### config.mk
export PLATFORM = sky130hd
export DESIGN_NAME = timebase_ctrl
export DESIGN_NICKNAME = d
export VERILOG_FILES = /design/src/rtl/timebase_ctrl.sv
export SDC_FILE = /design/constraint.sdc
export NUM_CORES = 1
export LEC_CHECK = 0
export CAP_MARGIN = 0
export CELL_PAD_IN_SITES_DETAIL_PLACEMENT = 0
export CELL_PAD_IN_SITES_GLOBAL_PLACEMENT = 2
export CORE_MARGIN = 2
export CORE_UTILIZATION = 34
export CTS_BUF_LIST = sky130_fd_sc_hd__clkbuf_8 sky130_fd_sc_hd__clkbuf_16
export DETAILED_ROUTE_END_ITERATION = 10
export PLACE_DENSITY = 0.78
export SLEW_MARGIN = 20
export SYNTH_ARGS = -nofsm -noshare
export SYNTH_HDL_FRONTEND = slang
export SYNTH_SLANG_ARGS = --single-unit
### constraint.sdc
create_clock -name clock -period 2.3 [get_ports clock]
set_input_delay 0.23 -clock clock [delete_from_list [all_inputs] [get_ports clock]]
set_output_delay 0.23 -clock clock [all_outputs]
set_load 0.01 [all_outputs]
### src/rtl/timebase_ctrl.sv
// Run/pause/clear sequencer around a single prescaler that produces a one-cycle
// tick, a 50% duty divided clock and a wrapping count of elapsed ticks.
module timebase_ctrl #(
  parameter int unsigned DIV = 10_000_000,
  parameter int unsigned CW  = 24,
  parameter int unsigned EW  = 16
) (
  input  logic          clock,
  input  logic          reset,
  input  logic          start,
  input  logic          stop,
  input  logic          clear,
  output logic          tick,
  output logic          div_clock,
  output logic          running,
  output logic [EW-1:0] elapsed
);

  localparam logic [CW-1:0] PRESC_LAST = CW'(DIV - 1);
  localparam logic [CW-1:0] PRESC_HALF = CW'(DIV / 2 - 1);

  typedef enum logic [1:0] {
    IDLE   = 2'd0,
    RUN    = 2'd1,
    PAUSED = 2'd2
  } state_e;

  state_e        state_q;
  logic [CW-1:0] presc_q;
  logic          tick_q;
  logic          div_q;
  logic          running_q;
  logic [EW-1:0] elapsed_q;

  // Priority reset > clear > stop > start; stop checked before the wrap so a
  // stop on the last prescaler value holds DIV-1 and defers the tick.
  always_ff @(posedge clock) begin
    tick_q <= 1'b0;
    if (reset || clear) begin
      state_q   <= IDLE;
      presc_q   <= '0;
      div_q     <= 1'b0;
      running_q <= 1'b0;
      elapsed_q <= '0;
    end else begin
      case (state_q)
        IDLE, PAUSED: begin
          if (start) begin
            state_q   <= RUN;
            running_q <= 1'b1;
          end
        end
        RUN: begin
          if (stop) begin
            state_q   <= PAUSED;
            running_q <= 1'b0;
          end else if (presc_q == PRESC_LAST) begin
            presc_q   <= '0;
            tick_q    <= 1'b1;
            div_q     <= 1'b0;
            elapsed_q <= elapsed_q + EW'(1);
          end else begin
            presc_q <= presc_q + CW'(1);
            if (presc_q == PRESC_HALF) div_q <= 1'b1;
          end
        end
        default: begin
          state_q   <= IDLE;
          presc_q   <= '0;
          div_q     <= 1'b0;
          running_q <= 1'b0;
        end
      endcase
    end
  end

  assign tick      = tick_q;
  assign div_clock = div_q;
  assign running   = running_q;
  assign elapsed   = elapsed_q;

endmodule

==> metrics <==
Worst Path Required=2540 ps; Overall Power=1320 uW; CTS Sinks=45; H-Tree Depth=2; flop2flop setup slack=200 ps; total wire length=5.32 mm; n_diodes=0; logic gate share of total power=3.1%; Max-Cap Viols=0; syn avg cell area=8.45 sq um; Synth area leader=dfxtp_1; global-route track usage on met3=3.34%; Min Clock Period, post-route=2100 ps; met1 usage=18.9%; # DRC=0; Post-synth top cells=dfxtp_1 (45), nor2_1 (39), a21oi_1 (17), xnor2_1 (17), nand2_1 (15); RSZ-0062 raised after global routing=false; Nets=301; P&R area growth vs syn=20.7%; worst hold slack=490 ps; fill count=641; met2 Track Usage GR=26.5%; I/O pin cnt=24; Final Slew Violations=0; post-DP HPWL=3.86 mm; GPL Wtd Cong=0.739; Worst Hold Class=reg -> reg; WL/cell=14.3 um; worst r2r path cells=6; power density cells=492 nW/um^2; Post-Syn Area=2210 sq um; power share of the sequential group=59.4%; Setup TNS=0 ps; Startpoint Class=register; Die Ht=84.7 um; clock root buffer=clkbuf_8; Setup-failing EPs final=0; aggregate global-route resource usage=15.4%; post-synth top area share=40.7%; FF-to-FF End=elapsed[13]; DIE AREA=7170 sq um; synth top area cells=dfxtp_1 (41%), xnor2_1 (6.7%), nor2_1 (6.6%); Async SR Flop Fraction=0%; DRT antenna net count=0; clock skew=6.45 ps; Post-synth EDFFs=0; vias in the first global route=1879; FP Rows=29; Leakage=0.000785 uW; Clock power frac=37.5%; via count=1960; Starting Density=35.1%; syn_nets=269; fin crit share=91.1%; Die X=84.7 um; Setup Fix Bufs, Post-CTS=0; Setup Crit Path Kind=reg -> reg; Crit Path Max Fanout=20; hold path endpoint=elapsed[15]; YS warnings=0; GRT busiest layer=met2; global route total overflow=0; vias per std cell=5.27; Post-CTS Resized=0; maximum clock path buffer count=2; reported net switching power=310 uW; Final Hold Vio Count=0; fraction of layout cells with a size suffix above 1=9.15%; drt pass-1 iters=4; most frequent cell after synthesis=dfxtp_1; core area=6310 sq um; Yosys cell types=40; CTS clk-pin slew, worst paths=90 ps; hold path depth=2; Core Util, Final=42.3%; first-pass GRT wire length=8.90 mm; register area share after synthesis=40.7%; Fmax=477 MHz; cts bufs inserted=5; Port Buf Inserts=23; Seq cells post-synth=45; DR iter-0 viols=51; Gate Count Post-Synth=262; Arr. time, crit path=2340 ps; beginning of the worst hold path=elapsed[15]; largest net degree at the start of global routing=26; crit end category=register; CTS tree=yes; measured slew at the worst slew-check pin=402 ps; slew margin rel.=73.2%; clk_lat worst skew=300 ps; status=finished clean; initial antenna violation count=0; worst vdd ir=0.000321 V; reg-to-reg startpoint=presc_q[0]; hold_buf cts=0; Net Sw Frac=23.5%; Pint=1010 uW; Primary FF master, synth=dfxtp_1
==> metrics by stage <==
| step | cells | setup WS, ps | cell area (sq um) |
|---|---|---|---|
| after global placement | 364 | 215 | 2580 |
| after floorplan | 262 | 544 | 2210 |
| final | 372 | 204 | 2670 |
| after CTS | 372 | 206 | 2670 |
| after detailed placement | 364 | 230 | 2580 |
| after global routing | 372 | 9.50 | 2670 |
==> cells in the final DEF (no fill, tap or decap), types with 2 or more instances in the layout <==
cell              n
nor3_1            4
or3_1             7
nor4bb_1          2
buf_4            14
nand3_1          12
xnor2_1          17
clkbuf_8          5
o21ai_0           7
o21a_1            2
clkinv_2          2
nand4b_1          2
inv_1             2
clkdlybuf4s50_1  23
mux2i_1           2
and4_1            5
a21oi_1          17
nand4_1          14
nor4_1            9
nand2_1          15
or2_2             2
and2_1            3
nand2b_1          4
o31ai_1           7
nor2_1           39
nor4b_1           2
and3_1            4
ha_1              2
or4_1            10
dfxtp_1          45
xor2_1            6
==> per-layer routing <==
layer  vias to the layer above  share of wire, %
li1                       1015                 -
met1                       898                47
met2                        38                48
met3                         9               3.3
met4                         0               1.7
met5                         -                 0
==> power groups by stage <==
stage | combinational, uW | clock, uW | sequential [uW]
2_1_floorplan | 22.9 | 0 | 800
3_3_place_gp | 42.5 | 0 | 800
3_5_place_dp | 41.5 | 0 | 800
4_1_cts | 41.4 | 516 | 782
5_1_grt | 45.2 | 544 | 783
6_report | 40.5 | 493 | 782
==> critical path: stages, from the launching register on <==
cell and delay, ps:
dfxtp_1 410, ha_1 220, and2_1 140, and4_4 240, nand3_2 280, or4_1 600
a21oi_1 140
==> worst max path at each step <==
stage                      from           to
floorplan           presc_q[17]  elapsed[13]
global placement    presc_q[20]   elapsed[8]
detailed placement   presc_q[0]  elapsed[13]
CTS                  presc_q[0]  elapsed[15]
global route        presc_q[11]  elapsed[15]
finish               presc_q[0]  elapsed[13]
==> layout make-up <==
class,count,area (sq um),share of cell area (%)
clock inverter,3,17.5,0.656
multi-input combinational,203,1240,46.6
clock buffer,5,68.8,2.58
sequential,45,901,33.7
tap,77,96.3,3.61
timing repair buffer,37,335,12.6
inverter,2,7.51,0.281
==> registers in the layout, summed over array words and instances, names as in the netlist <==
| register | flops |
|---|---|
| elapsed | 16 |
| state_q | 2 |
| tick | 1 |
| presc_q | 24 |
| running | 1 |
| div_clock | 1 |
==> logic make-up (layout without fill, tap and decap cells) <==
group,count (synthesis),count (layout),share of synthesized area (%)
mux,2,2,0.905
xor+xnor,23,23,9.10
compound gates,37,37,9.67
fa+ha+maj,2,2,1.13
flops,45,45,40.7
simple gates,139,139,35.4
buf+inv,14,47,3.05
Power figures use the tool's default switching activity.
